File: config.mk
export PLATFORM = sky130hd
export DESIGN_NAME = vx_acc_unit
export DESIGN_NICKNAME = d
export VERILOG_FILES = /design/src/rtl/vx_acc_unit.sv
export SDC_FILE = /design/constraint.sdc
export NUM_CORES = 1
export LEC_CHECK = 0
export ABC_AREA = 1
export ABC_CLOCK_PERIOD_IN_PS = 2540
export BUFFER_PORTS_ARGS = -buffer_cell sky130_fd_sc_hd__buf_2
export CAP_MARGIN = 15
export CELL_PAD_IN_SITES_DETAIL_PLACEMENT = 2
export CELL_PAD_IN_SITES_GLOBAL_PLACEMENT = 2
export CORE_ASPECT_RATIO = 0.75
export CORE_MARGIN = 2
export CORE_UTILIZATION = 32
export DETAILED_ROUTE_END_ITERATION = 10
export PLACE_DENSITY_LB_ADDON = 0.1
export SLEW_MARGIN = 20
export SYNTH_ARGS = -nofsm -noshare
export SYNTH_HDL_FRONTEND = slang
export SYNTH_SLANG_ARGS = --single-unit
File: constraint.sdc
create_clock -name clk -period 2.54 [get_ports clk]
set_input_delay 0.762 -clock clk [delete_from_list [all_inputs] [get_ports clk]]
set_output_delay 0.762 -clock clk [all_outputs]
set_load 0.01 [all_outputs]
File: src/rtl/vx_acc_unit.sv
// -----------------------------------------------------------------------------
// vx_acc_unit
//
// Command-driven 32-bit accumulator with an offload path to an external
// accelerator. Commands are queued in a small FIFO and executed one per cycle
// by a three-state controller (IDLE / REQ / WAIT). An OFFLOAD command hands
// the current accumulator to the accelerator over a valid/ready request
// channel and replaces the accumulator with the accelerator's response.
//
// Command word: op = [31:30], imm = [29:0]
//   00 SET      ACC <= {2'b00, imm}
//   01 ADD      ACC <= ACC + sign_extend(imm)   (wraps modulo 2^32)
//   10 OFFLOAD  req_data <= ACC, then request/response handshake
//   11 CLR      ACC <= 0
//
// Ports
//   clk            sole clock, rising edge
//   reset          asynchronous, active-low reset
//   acc_write_en   command write strobe (one command per asserted cycle)
//   acc_write_out  command word
//   acc_read_in    current accumulator value (registered)
//   req_valid      offload request valid (only in REQ)
//   req_data       offload operand, stable while req_valid=1
//   req_ready      accelerator accepts the request
//   rsp_valid      accelerator result valid
//   rsp_data       accelerator result
//   rsp_ready      unit accepts the result (only in WAIT)
//   busy           FIFO non-empty or controller not idle
//   overflow       sticky: a command was dropped because the FIFO was full
// -----------------------------------------------------------------------------
module vx_acc_unit #(
  parameter int CMD_DEPTH = 4
) (
  input  logic        clk,
  input  logic        reset,
  input  logic        acc_write_en,
  input  logic [31:0] acc_write_out,
  output logic [31:0] acc_read_in,
  output logic        req_valid,
  output logic [31:0] req_data,
  input  logic        req_ready,
  input  logic        rsp_valid,
  input  logic [31:0] rsp_data,
  output logic        rsp_ready,
  output logic        busy,
  output logic        overflow
);

  localparam int DATA_W = 32;
  localparam int IMM_W  = 30;
  localparam int PTR_W  = (CMD_DEPTH > 1) ? $clog2(CMD_DEPTH) : 1;
  localparam int CNT_W  = PTR_W + 1;
  localparam logic [CNT_W-1:0] DEPTH_C = CNT_W'(CMD_DEPTH);

  typedef enum logic [1:0] {
    OP_SET     = 2'b00,
    OP_ADD     = 2'b01,
    OP_OFFLOAD = 2'b10,
    OP_CLR     = 2'b11
  } op_e;

  typedef enum logic [1:0] {
    ST_IDLE = 2'b00,
    ST_REQ  = 2'b01,
    ST_WAIT = 2'b10
  } state_e;

  // Immediate is a 30-bit two's complement value for ADD.
  function automatic logic signed [DATA_W-1:0] sext_imm(
    input logic [IMM_W-1:0] imm
  );
    return {{(DATA_W-IMM_W){imm[IMM_W-1]}}, imm};
  endfunction

  // Plain modulo-2^32 add: overflow wraps silently, no saturation.
  function automatic logic signed [DATA_W-1:0] wrap_add(
    input logic signed [DATA_W-1:0] a,
    input logic signed [DATA_W-1:0] b
  );
    return a + b;
  endfunction

  // ---------------------------------------------------------------------------
  // Command FIFO
  // ---------------------------------------------------------------------------
  logic [DATA_W-1:0] mem [CMD_DEPTH];
  logic [PTR_W-1:0]  wr_ptr;
  logic [PTR_W-1:0]  rd_ptr;
  logic [CNT_W-1:0]  count;
  logic              push;
  logic              pop;
  logic [DATA_W-1:0] head_cmd;

  state_e                    state;
  logic signed [DATA_W-1:0]  acc;

  // Pops only happen in IDLE, and only on entries already registered in the
  // count, so a command written this cycle can never execute this cycle.
  assign pop      = (state == ST_IDLE) && (count != '0);
  // A full FIFO still accepts a write when the head leaves in the same cycle.
  assign push     = acc_write_en && ((count < DEPTH_C) || pop);
  assign head_cmd = mem[rd_ptr];

  // Storage carries no reset; only the pointers and count define validity.
  // On a simultaneous push/pop at full, wr_ptr == rd_ptr: the head is read
  // combinationally before the edge overwrites that slot.
  always_ff @(posedge clk) begin
    if (push) begin
      mem[wr_ptr] <= acc_write_out;
    end
  end

  always_ff @(posedge clk or negedge reset) begin
    if (!reset) begin
      wr_ptr   <= '0;
      rd_ptr   <= '0;
      count    <= '0;
      overflow <= 1'b0;
    end else begin
      if (push) begin
        wr_ptr <= wr_ptr + PTR_W'(1);
      end
      if (pop) begin
        rd_ptr <= rd_ptr + PTR_W'(1);
      end
      case ({push, pop})
        2'b10:   count <= count + CNT_W'(1);
        2'b01:   count <= count - CNT_W'(1);
        default: count <= count;
      endcase
      if (acc_write_en && !push) begin
        overflow <= 1'b1;
      end
    end
  end

  // ---------------------------------------------------------------------------
  // Controller and accumulator
  // ---------------------------------------------------------------------------
  op_e              head_op;
  logic [IMM_W-1:0] head_imm;

  assign head_op  = op_e'(head_cmd[31:30]);
  assign head_imm = head_cmd[IMM_W-1:0];

  // Accumulator and offload operand are architecturally visible and must read
  // zero out of reset, so they sit on the reset alongside the control state.
  always_ff @(posedge clk or negedge reset) begin
    if (!reset) begin
      state     <= ST_IDLE;
      acc       <= '0;
      req_data  <= '0;
      req_valid <= 1'b0;
      rsp_ready <= 1'b0;
    end else begin
      case (state)
        ST_IDLE: begin
          if (pop) begin
            case (head_op)
              OP_SET:  acc <= {2'b00, head_imm};
              OP_ADD:  acc <= wrap_add(acc, sext_imm(head_imm));
              OP_CLR:  acc <= '0;
              OP_OFFLOAD: begin
                req_data  <= acc;
                req_valid <= 1'b1;
                state     <= ST_REQ;
              end
              default: acc <= acc;
            endcase
          end
        end

        ST_REQ: begin
          // req_data is untouched here, so it stays stable until accepted.
          if (req_ready) begin
            req_valid <= 1'b0;
            rsp_ready <= 1'b1;
            state     <= ST_WAIT;
          end
        end

        ST_WAIT: begin
          if (rsp_valid) begin
            acc       <= rsp_data;
            rsp_ready <= 1'b0;
            state     <= ST_IDLE;
          end
        end

        default: begin
          req_valid <= 1'b0;
          rsp_ready <= 1'b0;
          state     <= ST_IDLE;
        end
      endcase
    end
  end

  assign acc_read_in = acc;
  assign busy        = (count != '0) || (state != ST_IDLE);

endmodule

Yosys cells after proc, flatten, opt, wreduce, memory -nomap -nowiden
Memories as Yosys holds them, arrays and structs flattened.
Cells that the tools add are included.
{"block": "word_totals", "mem_bits_rw": 128, "register_bits": 76, "wordCells": 66, "input_bits": 69, "mem_count": 1}
{"block": "op_classes", "reduce_logical": 17, "bitwise_logic": 2, "magnitude_cmp": 1, "n_eq_ne": 12, "muxes": 19, "n_addsub": 5}
{"memory": "mem", "words": 4, "word_bits": 32, "rd": 1, "rd_ports_with_merged_regs": 0, "wr": 1, "line": "86", "source": "logic [DATA_W-1:0] mem [CMD_DEPTH];"}
{"cell": "$pmux W32 S3", "n": 1}
{"cell": "$mux W32", "n": 2}
{"cell": "$pmux W32 S2", "n": 1}
{"cell": "$add A32 B30 Y32", "n": 1}
{"cell": "$reduce_and A4 Y1", "n": 3}
{"cell": "$eq A2 B2 Y1 const B", "n": 4}
{"cell": "$mux W2", "n": 4}
{"cell": "$mux W1", "n": 7}
{"cell": "$eq A2 B1 Y1 const B", "n": 3}
{"cell": "$ne A2 B2 Y1 const B", "n": 3}
{"cell": "$pmux W1 S3", "n": 2}
{"cell": "$pmux W2 S3", "n": 1}
{"cell": "$pmux W3 S2", "n": 1}
{"cell": "$reduce_and A3 Y1", "n": 2}
{"cell": "$reduce_bool A2 Y1", "n": 3}
{"cell": "$add A2 B1 Y2 const B", "n": 2}
{"cell": "$logic_not A2 Y1", "n": 2}
{"cell": "$ne A4 B1 Y1 const B", "n": 1}
{"cell": "$add A3 B1 Y3 const B", "n": 1}
{"cell": "$logic_and A1 B1 Y1", "n": 3}
{"cell": "$lt A3 B3 Y1 const B", "n": 1}
{"cell": "$reduce_bool A3 Y1", "n": 1}
{"cell": "$sub A3 B1 Y3 const B", "n": 1}
{"cell": "$logic_or A1 B1 Y1", "n": 2}
{"cell": "other kinds (3)", "n": 4}

Longest topological paths before layout
{"block": "depth", "depth_word": 6, "mapped_depth": 20, "depth_no_buf": 19}

Worst setup path before layout
No wires, ideal clock.
{"block": "synth_timing", "kind": "in2reg", "startpoint": "in acc_write_en", "endpoint": "mem mem[0][0] (enable)", "setup_time_ns": 0.421, "path_slack_ns": -0.206, "t_required_ns": 2.119, "arrival_ns": 2.325, "cell_stages": 2, "cell_sequence": "o21ai_1 > nor2_1"}
{"block": "synth_via", "elab_chain_cells": 3}
{"item": "start: declaration", "line": "36", "source": "input logic acc_write_en,"}
{"item": "$logic_and A1 B1 Y1", "line": "101", "source": "assign push = acc_write_en && ((count < DEPTH_C) || pop);"}
{"item": "$mux W1", "line": "108", "source": "if (push) begin"}
{"item": "$mux W1 (not written as such)", "line": "109", "source": "mem[wr_ptr] <= acc_write_out;"}
{"item": "end: declaration", "line": "86"}
No other way between the ends.

Worst setup path after layout
{"block": "layout_timing", "startpoint": "reg rd_ptr[0]", "endpoint": "reg acc[22], in the netlist acc_read_in[22]"}
{"block": "layout_via", "elab_chain_cells": 5}
{"item": "start: declaration", "line": "88", "source": "logic [PTR_W-1:0] rd_ptr;"}
{"item": "start signal: assignment", "line": "124", "source": "rd_ptr <= rd_ptr + PTR_W'(1);"}
{"item": "$mem_v2 Z4 W32 (*)"}
{"item": "$add A32 B30 Y32 (tied with other cells)", "line": "80", "source": "return a + b;"}
{"item": "$pmux W32 S3", "line": "159", "source": "case (head_op)"}
{"item": "$mux W32", "line": "158", "source": "if (pop) begin"}
{"item": "$pmux W32 S2", "line": "156", "source": "case (state)"}
{"item": "end signal: assignment", "line": "160", "source": "OP_SET: acc <= {2'b00, head_imm};"}
{"item": "end signal: assignment", "line": "161", "source": "OP_ADD: acc <= wrap_add(acc, sext_imm(head_imm));"}
{"item": "end signal: assignment", "line": "184", "source": "acc <= rsp_data;"}
{"item": "end: declaration", "line": "95", "source": "logic signed [DATA_W-1:0] acc;"}
Every way passes the cells marked *; elsewhere a longest branch is shown, timed or not. The select of a mux whose other input is x is not followed.
A chain may end at the register's enable or synchronous reset.

==> flow_metrics.env <==
export IMPL_slowest_delay_ns=0.45
export IMPL_routed_wl_um=55700
export IMPL_gr_total_overflow=0
export IMPL_reg2reg_to="acc_read_in[22]$_DFFE_PN0P_"
export IMPL_r2r_setup_slack_ns=-0.42
export IMPL_grt_busiest_layer="met2"
export IMPL_grt_pass1_vias=11654
export IMPL_hpwl_um=31300
export IMPL_tightest_slew_ns=0.572
export IMPL_die_w_um=215
export IMPL_fin_cells=2039
export IMPL_first_pass_iters=5
export IMPL_hold_viol_final=0
export IMPL_numCtsBuffers=24
export IMPL_drt_iter0_markers=636
export IMPL_clock_sinks=204
export IMPL_fmax_mhz=337
export IMPL_core_um2=32700
export IMPL_synth_distinct_cells=35
export IMPL_drv_slew=0
export IMPL_area_growth_pct=54.1
export IMPL_use_met3_pct=4.11
export IMPL_dp_cells=1956
export IMPL_fin_tns_setup_ns=-7.45
export IMPL_utilization_pct=50.5
export IMPL_drcViolationCount=0
export IMPL_crit_cells=19
export IMPL_slew_headroom_pct=61.9
export IMPL_met2_usage_pct=45.8
export IMPL_grt_use_total_pct=27.3
export IMPL_nets=1685
export IMPL_layout_commonest_cell="nand2_1"
export IMPL_timing_final_ws_setup_ns=-0.424
export IMPL_synth_fp_nets=1393
export IMPL_skew_ns=0.0239
export IMPL_synth_cells=1286
export IMPL_grt_pass1_wl_um=72500
export IMPL_max_cap_violations=0
export IMPL_seq_area_frac_synth_pct=53.7
export IMPL_cts_root_buffer_cell="clkbuf_16"
export IMPL_hold_path_class="in2async"
export IMPL_worstSkewPairLatency_ns=0.57
export IMPL_cts_hold_buf=0
export IMPL_cts_htree_levels=1
export IMPL_initial_core_util_pct=32.8
export IMPL_wl_per_cell_um=27.3
export IMPL_period_needed_ns=2.96
export IMPL_ant_nets=0
export IMPL_port_buffers=136
export IMPL_synth_warning_count=0
export IMPL_post_route_period_util_pct=117
export IMPL_met1_usage_pct=37.3
export IMPL_synth_area_um2=10700
export IMPL_cts_tree="built"
export IMPL_grt_max_degree=45
export IMPL_worstPathArrival_ns=3.41
export IMPL_clk_pin_slew_ns=0.07
export IMPL_fp_dieH_um=162
export IMPL_clock_path_buffers=3
export IMPL_reg2reg_depth=19
export IMPL_antenna_found_initial=1
export IMPL_worstSetupPathType="reg2reg"
export IMPL_crit_path_end_kind="flop"
export IMPL_crit_buf_inv=4
export IMPL_cp_cell_sequence="clkinv_4, buf_16, buf_8, nor2_2, o22ai_4, ha_4, nand2_4, inv_2, nand2_2, nor3_2, nand2_2, nand2_4, nand2_4, nand2_2, nand2_1, nand3_2, nand2_1, nand2_1, nand2_1"
export IMPL_cp_slowest_cell="dfrtp_2"
export IMPL_drive_above_1_share_pct=48.5
export IMPL_row_count=57
export IMPL_crit_family="simple AND/OR/NAND/NOR gates"
export IMPL_crit_top_cell="nand2_1"
export IMPL_vias=10899
export IMPL_violations="negative setup slack"
export IMPL_cp_required_ns=2.98
export IMPL_startpoint="rd_ptr[0]$_DFFE_PN0P_"
export IMPL_synth_ff_latch_count=204
export IMPL_gp_congestion=0.857
export IMPL_setup_viol=29
export IMPL_rsz0062_at_grt="yes"
export IMPL_final_cell_mix="300 x nand2_1, 135 x buf_2, 128 x edfxtp_1, 123 x buf_4, 103 x inv_1"
export IMPL_crit_reg2reg_launch="rd_ptr[0]$_DFFE_PN0P_"
export IMPL_ios=137
export IMPL_outcome="finished, violations left"
export IMPL_avgSynthCellArea_um2=8.32
export IMPL_viasPerCell=5.35
export IMPL_critPathMaxFanout=5
export IMPL_start_kind="flop"
export IMPL_die_area_um2=34900
layout make-up:
| cell class | instances | area (um^2) |
|---|---|---|
| antenna | 2 | 5.00 |
| clock buffer | 28 | 616 |
| clock inverter | 15 | 110 |
| fill | 3419 | 16200 |
| inverter | 134 | 515 |
| multi-input combinational | 905 | 6520 |
| sequential | 204 | 5750 |
| tap | 442 | 553 |
| timing repair buffer | 309 | 2430 |
how the worst max path moves through the flow:
stage	endpoint	slack [ns]
final	acc_read_in[22]$_DFFE_PN0P_	-0.42
after global routing	acc_read_in[24]$_DFFE_PN0P_	-0.52
after CTS	acc_read_in[31]$_DFFE_PN0P_	-0.11
after detailed placement	acc_read_in[28]$_DFFE_PN0P_	-0.52
after global placement	acc_read_in[28]$_DFFE_PN0P_	-0.41
after floorplan	mem[0][0]$_DFFE_PP_	-0.21
per-layer routing:
metal  vias up  wire (um)
met5         -          0
met4         0       1980
met3       118       2500
met2       349      27300
met1      5642      23900
li1       4790          -
Yosys cell counts, drive strengths merged:
cell type / instances / area share [%]
o22ai: 28 / 1.6
dfrtp: 76 / 18
o211ai: 4 / 0.28
o21ai: 86 / 4.0
edfxtp: 128 / 36
a21oi: 69 / 3.3
xnor2: 1 / 0.082
buf: 27 / 1.4
fa: 2 / 0.37
nand2: 445 / 16
xor2: 7 / 0.57
ha: 36 / 4.2
nand4: 3 / 0.23
a22oi: 1 / 0.070
a31o: 1 / 0.082
and2: 3 / 0.18
o21bai: 3 / 0.21
nor3: 5 / 0.23
nand3: 60 / 2.9
nor2: 139 / 4.9
nand3b: 4 / 0.28
clkbuf: 16 / 0.56
or2: 8 / 0.47
inv: 134 / 4.7
repair_timing:
action | 4_1_cts | 5_1_grt
gates cloned | 5 | 1
pin swaps | 106 | 117
buffers inserted | 27 | 20
resized for setup | 395 | 265
setup endpoints to repair | 30 | 33
cell families (layout without fill, tap and decap cells):
family	Yosys count	count (layout)	share of synthesized area, %
flops	204	204	53.7
simple gates	667	667	24.8
compound gates	192	192	9.56
other cells	0	2	0
xor+xnor	8	8	0.655
buf+inv	177	486	6.69
fa+ha+maj	38	38	4.58
state kept, by name, indices dropped and copies added (netlist names):
signal	flops
acc_read_in	32
count	3
mem	128
overflow	1
rd_ptr	2
req_data	32
req_valid	1
rsp_ready	1
state	2
wr_ptr	2
worst register-to-register path, cell delays in order (launching register included):
cell and delay (ns):
dfrtp_2 0.45, clkinv_4 0.12, buf_16 0.17, buf_8 0.12, nor2_2 0.24, o22ai_4 0.18
ha_4 0.36, nand2_4 0.08, inv_2 0.06, nand2_2 0.07, nor3_2 0.21, nand2_2 0.12
nand2_4 0.14, nand2_4 0.07, nand2_2 0.07, nand2_1 0.08, nand3_2 0.08, nand2_1 0.07
nand2_1 0.08, nand2_1 0.07
through the flow:
stage                     worst slack, ns  hold slack, ns  area (um^2)
after floorplan                    -0.206           0.466        10700
after global placement             -0.406           0.448        12900
after detailed placement           -0.523           0.457        12900
after CTS                          -0.107           0.188        15400
after global routing               -0.521           0.196        16500
final                              -0.424           0.175        16500
Power is left out: the tool's default activity adds up to more than one toggle a clock period on the data nets, which glitch-free logic cannot reach.
